<file path="src/rtl/sram_pkg.sv">
// rtl/sram_pkg.sv - shared types and constants for the two-requester SRAM arbiter
package sram_pkg;

  typedef enum logic {
    INIT = 1'b0,
    RUN  = 1'b1
  } state_e;

  localparam int NUM_REQ = 2;

  // Per-bit write-strobe levels; replicate to DATA_WIDTH at the point of use.
  localparam logic WEN_ALL  = 1'b1;
  localparam logic WEN_NONE = 1'b0;

endpackage

</file>
<file path="src/rtl/rr_arb2.sv">
// rtl/rr_arb2.sv - combinational 2-way round-robin grant
module rr_arb2 (
  input  logic [1:0] valid_i,
  input  logic       rr_ptr_i,
  output logic [1:0] grant_o
);

  always_comb begin
    grant_o = valid_i;
    if (valid_i == 2'b11) begin
      grant_o = rr_ptr_i ? 2'b10 : 2'b01;
    end
  end

endmodule

</file>
<file path="src/rtl/sram_arbiter.sv">
// rtl/sram_arbiter.sv - clears a single-port SRAM after reset, then arbitrates
// two valid/ready requesters round-robin and routes read data back to its owner
module sram_arbiter
  import sram_pkg::*;
#(
  parameter int DATA_WIDTH = 32,
  parameter int ADDR_WIDTH = 10
) (
  input  logic                      CLK,
  input  logic                      RST,
  output logic                      init_done,
  input  logic [NUM_REQ-1:0]        req_valid,
  output logic [NUM_REQ-1:0]        req_ready,
  input  logic [NUM_REQ-1:0]        req_we,
  input  logic [2*ADDR_WIDTH-1:0]   req_addr,
  input  logic [2*DATA_WIDTH-1:0]   req_wdata,
  output logic [NUM_REQ-1:0]        rsp_valid,
  output logic [DATA_WIDTH-1:0]     rsp_rdata,
  output logic [ADDR_WIDTH-1:0]     sram_A,
  output logic [DATA_WIDTH-1:0]     sram_D,
  output logic [DATA_WIDTH-1:0]     sram_WEN,
  input  logic [DATA_WIDTH-1:0]     sram_Q
);

  state_e                  state_q, state_d;
  logic [ADDR_WIDTH-1:0]   init_cnt_q, init_cnt_d;
  logic [ADDR_WIDTH-1:0]   sram_a_q, sram_a_d;
  logic                    rr_ptr_q, rr_ptr_d;
  logic                    rd_pend_q, rd_pend_d;
  logic                    rd_owner_q, rd_owner_d;

  logic [1:0]              grant;
  logic                    gnt_idx;
  logic [ADDR_WIDTH-1:0]   gnt_addr;
  logic [DATA_WIDTH-1:0]   gnt_wdata;

  rr_arb2 u_rr_arb2 (
    .valid_i (req_valid),
    .rr_ptr_i(rr_ptr_q),
    .grant_o (grant)
  );

  assign gnt_idx   = grant[1];
  assign gnt_addr  = gnt_idx ? req_addr[2*ADDR_WIDTH-1:ADDR_WIDTH] : req_addr[ADDR_WIDTH-1:0];
  assign gnt_wdata = gnt_idx ? req_wdata[2*DATA_WIDTH-1:DATA_WIDTH] : req_wdata[DATA_WIDTH-1:0];

  always_comb begin
    state_d    = state_q;
    init_cnt_d = init_cnt_q;
    sram_a_d   = sram_a_q;
    rr_ptr_d   = rr_ptr_q;
    rd_pend_d  = 1'b0;
    rd_owner_d = rd_owner_q;
    req_ready  = '0;
    sram_A     = sram_a_q;
    sram_D     = '0;
    sram_WEN   = {DATA_WIDTH{WEN_NONE}};

    case (state_q)
      INIT: begin
        sram_A     = init_cnt_q;
        sram_WEN   = {DATA_WIDTH{WEN_ALL}};
        sram_a_d   = init_cnt_q;
        init_cnt_d = init_cnt_q + 1'b1;
        if (init_cnt_q == '1) begin
          state_d = RUN;
        end
      end
      RUN: begin
        req_ready = grant;
        if (|grant) begin
          sram_A   = gnt_addr;
          sram_a_d = gnt_addr;
          rr_ptr_d = ~gnt_idx;
          if (req_we[gnt_idx]) begin
            sram_D   = gnt_wdata;
            sram_WEN = {DATA_WIDTH{WEN_ALL}};
          end else begin
            rd_pend_d  = 1'b1;
            rd_owner_d = gnt_idx;
          end
        end
      end
      default: state_d = INIT;
    endcase

    // Nothing may be accepted or written while reset is asserted.
    if (RST) begin
      req_ready = '0;
      sram_WEN  = {DATA_WIDTH{WEN_NONE}};
    end
  end

  always_ff @(posedge CLK) begin
    if (RST) begin
      state_q    <= INIT;
      init_cnt_q <= '0;
      sram_a_q   <= '0;
      rr_ptr_q   <= 1'b0;
      rd_pend_q  <= 1'b0;
      rd_owner_q <= 1'b0;
    end else begin
      state_q    <= state_d;
      init_cnt_q <= init_cnt_d;
      sram_a_q   <= sram_a_d;
      rr_ptr_q   <= rr_ptr_d;
      rd_pend_q  <= rd_pend_d;
      rd_owner_q <= rd_owner_d;
    end
  end

  assign init_done = (state_q == RUN);
  assign rsp_valid = (rd_pend_q && !RST) ? (rd_owner_q ? 2'b10 : 2'b01) : 2'b00;
  assign rsp_rdata = sram_Q;

endmodule
</file>
<file path="config.mk">
export PLATFORM = sky130hd
export DESIGN_NAME = sram_arbiter
export DESIGN_NICKNAME = d
export VERILOG_FILES = /design/src/rtl/sram_pkg.sv /design/src/rtl/rr_arb2.sv /design/src/rtl/sram_arbiter.sv
export SDC_FILE = /design/constraint.sdc
export NUM_CORES = 1
export LEC_CHECK = 0
export CORE_MARGIN = 1.5
export CORE_UTILIZATION = 30
export DETAILED_ROUTE_END_ITERATION = 8
export PLACE_DENSITY = 0.8
export SYNTH_ARGS = -nofsm -noshare
export SYNTH_HDL_FRONTEND = slang
export SYNTH_SLANG_ARGS = --single-unit
</file>
<file path="constraint.sdc">
create_clock -name CLK -period 2.8 [get_ports CLK]
set_input_delay 0.42 -clock CLK [delete_from_list [all_inputs] [get_ports CLK]]
set_output_delay 0.42 -clock CLK [all_outputs]
set_load 0.05 [all_outputs]
</file>
==> flow_summary.ini, run 1 <==
[layout]
multi_input_area_sq_mm = 0.00123
utilization_pct = 60.5
fillers = 609
ff_latch_area_sq_um = 480
layout_commonest_cell = clkdlybuf4s50_1
layout-drive-gt1-share_pct = 26.0
area_growth_pct = 94.3
final_cell_mix = clkdlybuf4s50_1, buf_12, nand2_1
diodes = 0
nNetsFinal = 551

[run]
drv_cap = 0

[drt]
viasPerCell = 5.09
via_count = 2675
ant_nets = 0
post-route-drc-count = 0
drtPass1Iterations = 4
drt-total-wl_um = 9790
first_iter_violations = 106
wire_per_inst_um = 18.6

[synthesis]
synth_ff_type = dfxtp_1
syn_area_sq_mm = 0.00227
syn_nets = 450
seq_area_frac_synth_pct = 21.2
yosys_warnings = 0
ys_types = 39
ys_ff_latch = 24
synth_cells = 327
syn_area_per_cell_sq_um = 6.94
synth_edf_count = 0
async_reset_ff_share_pct = 0

[clock_tree]
cts_setup_buffers = 0
cts_sinks = 24
clk_pin_slew_worst_paths_ns = 0.10
tritoncts = yes
cts_buffer_depth = 2
cts_max_level = 1
clockRootBuffer = clkbuf_8
cts_made_buffers = 3
clk_latency_ns = 0.28

[worst_setup_path]
cp_max_fo = 16
worstPathCellList = clkdlybuf4s50_1 -> a21boi_1 -> a32oi_2 -> nand2b_4 -> a21oi_1 -> buf_12
path_class = in2out
r2r_start = init_done
cp_slowest_stage_delay_ns = 0.57
cp_slowest_cell = clkdlybuf4s50_1
worst_ep_required_time_ns = 2.38
worstSetupStartpointType = input port
setup.worst_path.start = req_valid[0]
worstPathBufferInverterCount = 2
crit_family = buffers and inverters
crit_arrival_ns = 2.24
end_kind = output port

[die]
core_sq_mm = 0.00729
die_area_sq_mm = 0.00810
start_util_pct = 31.1
ioPinCount = 233
rows = 31
die_w_um = 90.0
die_h_um = 90.0

[timing]
tightest_slew_ns = 0.635
max-slew-margin-rel_pct = 57.6
slew_viol_final = 0
post-route-min-period_ns = 2.66
timing.fmax_mhz = 376
setup_viol = 0
rsz0062_at_grt = true
fin_skew_ns = 0.00904
fin_crit_sh_pct = 95.0
finalHoldViolations = 0
finalSetupTns_ns = 0
hold_slack_ns = 0.550

[global_routing]
grtUsageTotal_pct = 22.5
antenna_found_initial = 0
overflow = 0
grt_pass1_vias = 2747
grt_pass1_wl_um = 14800
grt_max_degree = 35

[min_path]
hold_class = reg2reg
min_from = init_cnt_q[5]

[placement]
hpwl_um = 7520
gp_congestion = 0.917
io_buffer_count = 168

[power]
p_leak_nw = 1.74
power.density_mw_per_mm2 = 260
ir_worst_vdd_mv = 0.378

[run_status]
status = complete, no violations
## worst min-delay path, cell delays in order, from the launching register on
cell and delay (ns):
dfxtp_1 0.36, o21ai_0 0.09, a21oi_1 0.06
## stage by stage
stage / setup slack [ns] / power (mW) / std cells / area (sq um)
after global routing: 0.000830 / 1.19 / 526 / 4410
final: 0.140 / 1.15 / 526 / 4410
after floorplan: 0.433 / 0.701 / 327 / 2280
after global placement: 0.161 / 0.828 / 521 / 4310
after CTS: 0.0694 / 1.14 / 525 / 4380
after detailed placement: 0.0750 / 0.832 / 521 / 4310
## final timing paths
kind              endpoint  slack [ns]  cells after the start
max              sram_D[6]        0.14                      6
min          init_cnt_q[5]        0.55                      2
max reg2reg    sram_a_q[6]        0.93                      4
min reg2reg  init_cnt_q[5]        0.55                      2
## Yosys cell counts (all sizes together) (3+ instances only)
master | number | area [sq um]
nor3 | 3 | 15.0
nor2b | 4 | 25.0
nor4b | 8 | 70.1
nand3 | 12 | 60.1
nand2 | 69 | 262
o21ai | 15 | 75.1
xnor2 | 3 | 26.3
inv | 4 | 15.0
a311oi | 8 | 120
nor2 | 21 | 86.3
dfxtp | 24 | 480
and2 | 8 | 50.1
and3 | 4 | 25.0
clkbuf | 3 | 11.3
buf | 81 | 564
a21oi | 36 | 180
xor2 | 4 | 35.0
## registers in the layout (all words and copies together), names as in the netlist
signal / flops
rd_pend_q: 1
init_done: 1
rd_owner_q: 1
init_cnt_q: 10
sram_a_q: 10
rr_ptr_q: 1
## what timing repair did
action / CTS / global route
gates resized for setup: 0 / 4
endpoints found under the setup margin: 0 / 33
hold buffers: 0 / 0
## report_power, final
part,internal (mW),total [mW],switching [mW]
combinational,0.247,0.474,0.228
clock,0.192,0.320,0.129
sequential,0.347,0.353,0.00573
total,0.786,1.15,0.362
## cells by family after synthesis
family          count (synthesis)  share of synthesized area [%]
simple gates                  139                           29.5
buf+inv                        88                           26.0
compound gates                 67                           19.6
flops                          24                           21.2
xor+xnor                        7                           2.70
mux                             1                          0.441
fa+ha+maj                       1                          0.551
## area by class of cell
cell class | count | area share (%)
Sequential cell | 24 | 10.9
Inverter | 4 | 0.340
Multi-Input combinational cell | 216 | 28.0
Timing Repair Buffer | 179 | 56.3
Clock buffer | 3 | 0.936
Tap cell | 99 | 2.81
Clock inverter | 1 | 0.681
## per-layer routing
layer | up-vias | GRT usage, % | wire, um
met4 | 0 | 7.67 | 282
li1 | 1239 | - | -
met3 | 20 | 5.75 | 663
met2 | 134 | 44.3 | 5380
met1 | 1282 | 22.5 | 3460
met5 | - | 0 | 0
Power figures use the tool's default switching activity.
==> inputs of run 2 (changes only) <==
--- a/config.mk
+++ b/config.mk
@@ -5,9 +5,11 @@
 export SDC_FILE = /design/constraint.sdc
 export NUM_CORES = 1
 export LEC_CHECK = 0
+export CORE_ASPECT_RATIO = 0.75
 export CORE_MARGIN = 1.5
 export CORE_UTILIZATION = 30
 export DETAILED_ROUTE_END_ITERATION = 8
+export GPL_TIMING_DRIVEN = 0
 export PLACE_DENSITY = 0.8
 export SYNTH_ARGS = -nofsm -noshare
 export SYNTH_HDL_FRONTEND = slang
==> run 2 against run 1 <==
Compared with the run above:
- the flow now finishes with violations (setup timing)
- final area down 0.88%
- sequential power about the same
- clock power decreased by 3%
- sequential share of layout area grew 0.097 points
- first-iteration DRC count up 23%
- die area barely moved
- worst setup slack lost 0.14 ns
- count of clock-buffer cells in the layout unchanged
- global-route usage shrank 0.92 points
- wire length down 2.3%
- via count up 11%
==> flow_summary.ini, run 2 (same netlist as run 1, synthesis figures left out) <==
[run_status]
status = complete, but fails checks
violations = setup timing

[clock_tree]
clockRootBuffer = clkbuf_8
cts_buffer_depth = 2
cts_made_buffers = 3
clk_pin_slew_worst_paths_ns = 0.09
clk_latency_ns = 0.27
tritoncts = yes
cts_max_level = 1
cts_sinks = 24
holdBufCountCts = 0

[layout]
area_growth_pct = 92.6
final_area_sq_mm = 0.00437
layout-drive-gt1-share_pct = 31.3
ff_latch_area_sq_um = 480
multi_input_area_sq_mm = 0.00124
layout_commonest_cell = clkdlybuf4s50_1
diodes = 0
utilization_pct = 59.6
final_cell_mix = clkdlybuf4s50_1, buf_4, nand2_1
largestRegisters = init_cnt_q x10, sram_a_q x10
nNetsFinal = 660
fillers = 722
final_cells = 637

[power]
internal-power_mw = 0.807
switchingPower_mw = 0.445
combPwrFrac_pct = 47.0
total_power_mw = 1.25
power_frac_clock_pct = 24.8
ir_worst_vdd_mv = 0.182
pwr-share-seq_pct = 28.2
p_leak_nw = 1.97
switching_share_pct = 35.5
power.density_mw_per_mm2 = 287

[global_routing]
overflow = 0
antenna_found_initial = 0
grt_pass1_wl_um = 13900
grt_pass1_vias = 2789
grt_max_degree = 17
grtUsageTotal_pct = 21.6

[worst_setup_path]
path_class = in2out
cp_max_fo = 10
end_kind = output port
worstSetupStartpointType = input port
worst_ep_required_time_ns = 2.38
crit_arrival_ns = 2.38
cp_slowest_stage_delay_ns = 0.60
worstPathCellList = clkdlybuf4s50_1 -> clkbuf_4 -> a32oi_4 -> nand2b_4 -> buf_2 -> a21oi_1 -> clkdlybuf4s15_2
cp_slowest_cell = clkdlybuf4s50_1

[placement]
place_ws_ns = -0.761
io_buffer_count = 199
hpwl_um = 7530
gp_congestion = 0.817
placed_area_sq_mm = 0.00440
dp.cells = 627

[run]
drv_cap = 0

[timing]
timing.fmax_mhz = 357
max-slew-margin-rel_pct = 54.8
tightest_slew_ns = 0.677
fin_crit_sh_pct = 100
finalWorstSetupSlack_ns = -0.00270
fin_skew_ns = 0.00428
hold_slack_ns = 0.530
finalSetupTns_ns = -0.00270
setup_viol = 1
slew_viol_final = 0
finalHoldViolations = 0
post-route-min-period_ns = 2.80

[drt]
first_iter_violations = 130
ant_nets = 0
drtPass1Iterations = 4
post-route-drc-count = 0
via_count = 2976
wire_per_inst_um = 15.0
viasPerCell = 4.67
drt-total-wl_um = 9570

[min_path]
hold_class = reg2reg

[die]
start_util_pct = 31.0
rows = 27
ioPinCount = 233
core_sq_mm = 0.00733
die_area_sq_mm = 0.00810
die_w_um = 103
die_h_um = 78.3
[run 2: cell type report]
cell class | count | area share (%)
Buffer | 84 | 13.2
Clock inverter | 1 | 0.687
Inverter | 4 | 0.343
Clock buffer | 3 | 0.944
Sequential cell | 24 | 11.0
Timing Repair Buffer | 204 | 42.4
Tap cell | 101 | 2.89
Multi-Input combinational cell | 216 | 28.5
[run 2: repair_timing]
action	4_1_cts	5_1_grt
endpoints found under the hold margin	0	0
gates resized for setup	214	41
endpoints found under the setup margin	75	38
pin swaps	1	0
cloned	1	0
buffers inserted	5	0
[run 2: critical path: cells and delay by family]
family	cells	cell delay, ns
compound gates	2	0.31
buf+inv	4	1.47
simple gates	1	0.20
[run 2: power by group through the flow]
stage                     registers [mW]  clock network (mW)  logic [mW]
after floorplan                    0.359                   0       0.342
after global placement             0.360                   0       0.583
after detailed placement           0.360                   0       0.590
after CTS                          0.353               0.309       0.594
after global routing               0.354               0.322       0.619
final                              0.353               0.311       0.589
[run 2: per-layer routing]
metal,up-vias,wire length (um),track usage (%)
li1,1462,-,-
met1,1391,3810,25.6
met2,119,4870,40.8
met3,4,863,4.45
met4,0,17,1.62
met5,-,0,0
[run 2: final timing paths]
kind | to | slack (ns) | from | depth (start not counted)
worst max-delay path | sram_D[22] | -0.003 | req_valid[1] | 7
worst max register to register | sram_a_q[0] | 1.11 | init_done | 5
worst min register to register | rd_owner_q | 0.53 | rd_owner_q | 2
worst min-delay path | rd_owner_q | 0.53 | rd_owner_q | 2
==> inputs of run 3 (changes only) <==
==> constraint.sdc (replaced) <==
create_clock -name CLK -period 2.8 [get_ports CLK]
set_input_delay 0.56 -clock CLK [delete_from_list [all_inputs] [get_ports CLK]]
set_output_delay 0.56 -clock CLK [all_outputs]
set_load 0.05 [all_outputs]
==> run 3 against run 2 <==
Compared with the run above:
- the flow now finishes without violations
- total power shrank 0.38%
- largest cell class unchanged
- final cell count grew 0.16%
- non-clock buffer count is the same
- sequential share of layout area grew 0.098 points
- sequential power is essentially flat
- worst setup slack gained 0.043 ns
- clock power is essentially flat
==> flow_summary.ini, run 3 (same netlist as run 1, synthesis figures left out) <==
[power]
total_power_mw = 1.25
internal-power_mw = 0.802
power.density_mw_per_mm2 = 288
combPwrFrac_pct = 47.0
ir_worst_vdd_mv = 0.183
switching_share_pct = 35.7
p_leak_nw = 1.92
switchingPower_mw = 0.445
pwr-share-seq_pct = 28.3
power_frac_clock_pct = 24.8

[layout]
largestRegisters = init_cnt_q x10, sram_a_q x10
final_cells = 638
nNetsFinal = 661
final_cell_mix = clkdlybuf4s50_1, buf_4, nand2_1
layout-drive-gt1-share_pct = 34.5
area_growth_pct = 90.9
layout_commonest_cell = clkdlybuf4s50_1
diodes = 0

[timing]
finalHoldViolations = 0
post-route-min-period_ns = 2.76
fin_crit_sh_pct = 98.6
slew_viol_final = 0
timing.fmax_mhz = 362
fin_skew_ns = 0.00526
rsz0062_at_grt = true
setup_viol = 0
tightest_slew_ns = 0.518
max-slew-margin-rel_pct = 65.4

[drt]
wire_per_inst_um = 15.0
drt-total-wl_um = 9600
via_count = 2952
viasPerCell = 4.63
ant_nets = 0
post-route-drc-count = 0
first_iter_violations = 91
drtPass1Iterations = 4

[worst_setup_path]
r2r_start = init_done
regToRegSetupSlack_ns = 1.19
worst_ep_required_time_ns = 2.24
worstSetupStartpointType = input port
cp_max_fo = 10
end_kind = output port
path_class = in2out
crit_arrival_ns = 2.20
worstRegToRegCells = 5
reg2reg_to = rd_owner_q
setup.worst_path.start = req_valid[0]
crit_end = sram_A[4]

[placement]
hpwl_um = 7530
gp_congestion = 0.817
io_buffer_count = 199
dp.cells = 627

[die]
die_w_um = 103
die_h_um = 78.3
die_area_sq_mm = 0.00810
start_util_pct = 31.0
rows = 27
core_sq_mm = 0.00733
ioPinCount = 233

[clock_tree]
cts_max_level = 1
clk_pin_slew_worst_paths_ns = 0.09
cts_made_buffers = 3
cts_buffer_depth = 2
clockRootBuffer = clkbuf_8
clk_latency_ns = 0.27
cts_sinks = 24
holdBufCountCts = 0
tritoncts = yes

[global_routing]
overflow = 0
grt_pass1_wl_um = 14000
grt_max_degree = 17
grtUsageTotal_pct = 21.6
grt_pass1_vias = 2802
antenna_found_initial = 0

[run]
drv_cap = 0

[run_status]
status = complete, no violations

[min_path]
min_from = rd_owner_q
hold_class = reg2reg
-- run 3: cell types whose count changed in the layout (fill, tap and decap cells not counted), moves of 2 or more --
| cell | delta |
|---|---|
| clkdlybuf4s15_2 | -15 |
| buf_2 | +7 |
| clkdlybuf4s50_1 | -2 |
| buf_4 | +30 |
| clkbuf_4 | +4 |
| clkbuf_2 | -12 |
| dlygate4sd2_1 | -11 |
-- run 3: how the worst min path moves through the flow --
| stage | end | slack (ns) | depth (start not counted) |
|---|---|---|---|
| after floorplan | rd_owner_q | 0.47 | 2 |
| after global placement | rd_owner_q | 0.48 | 2 |
| after detailed placement | init_cnt_q[5] | 0.51 | 2 |
| after CTS | rd_owner_q | 0.53 | 2 |
| after global routing | rd_owner_q | 0.57 | 2 |
| final | rd_owner_q | 0.53 | 2 |
-- run 3: worst max-delay path: stages --
cell and delay, ns:
clkdlybuf4s15_1 0.30, nand2b_1 0.22, buf_2 0.29, nand3_1 0.12, a311oi_2 0.28, clkdlybuf4s15_2 0.42
-- run 3: cell type report --
| type | instances | area, sq um |
|---|---|---|
| fill | 726 | 3000 |
| timing repair buffer | 204 | 1780 |
| multi-input combinational | 217 | 1270 |
| buffer | 84 | 598 |
| sequential | 24 | 480 |
| tap | 101 | 126 |
| clock buffer | 3 | 41.3 |
| clock inverter | 1 | 30.0 |
| inverter | 4 | 15.0 |
-- run 3: timing repair --
action	4_1_cts	5_1_grt
cloned	1	1
pin swaps	3	0
gates resized for setup	385	26
buffers inserted	5	0
endpoints found under the setup margin	77	34
-- run 3: power groups by stage --
stage	logic, mW	clock network, mW	registers [mW]
final	0.586	0.309	0.353
after detailed placement	0.590	0	0.360
after global routing	0.616	0.322	0.354
after floorplan	0.342	0	0.359
after CTS	0.583	0.309	0.353
after global placement	0.583	0	0.360
-- run 3: through the flow --
stage	util, %	setup TNS [ns]	area, sq um	worst slack, ns	hold WS (ns)
after floorplan	-	0	2280	0.244	0.473
after global placement	60.0	-61.34	4400	-0.987	0.483
after detailed placement	60.0	-63.31	4400	-1.04	0.513
after CTS	59.3	0	4340	0.0116	0.529
after global routing	59.1	-0.00913	4330	-0.00913	0.571
final	59.1	0	4330	0.0403	0.531
-- run 3: metal layers --
| metal | part of all wire, % | GRT usage [%] |
|---|---|---|
| met3 | 7.2 | 4.45 |
| met2 | 50 | 40.5 |
| met5 | 0 | 0 |
| met1 | 42 | 26.1 |
| met4 | 0.27 | 1.62 |
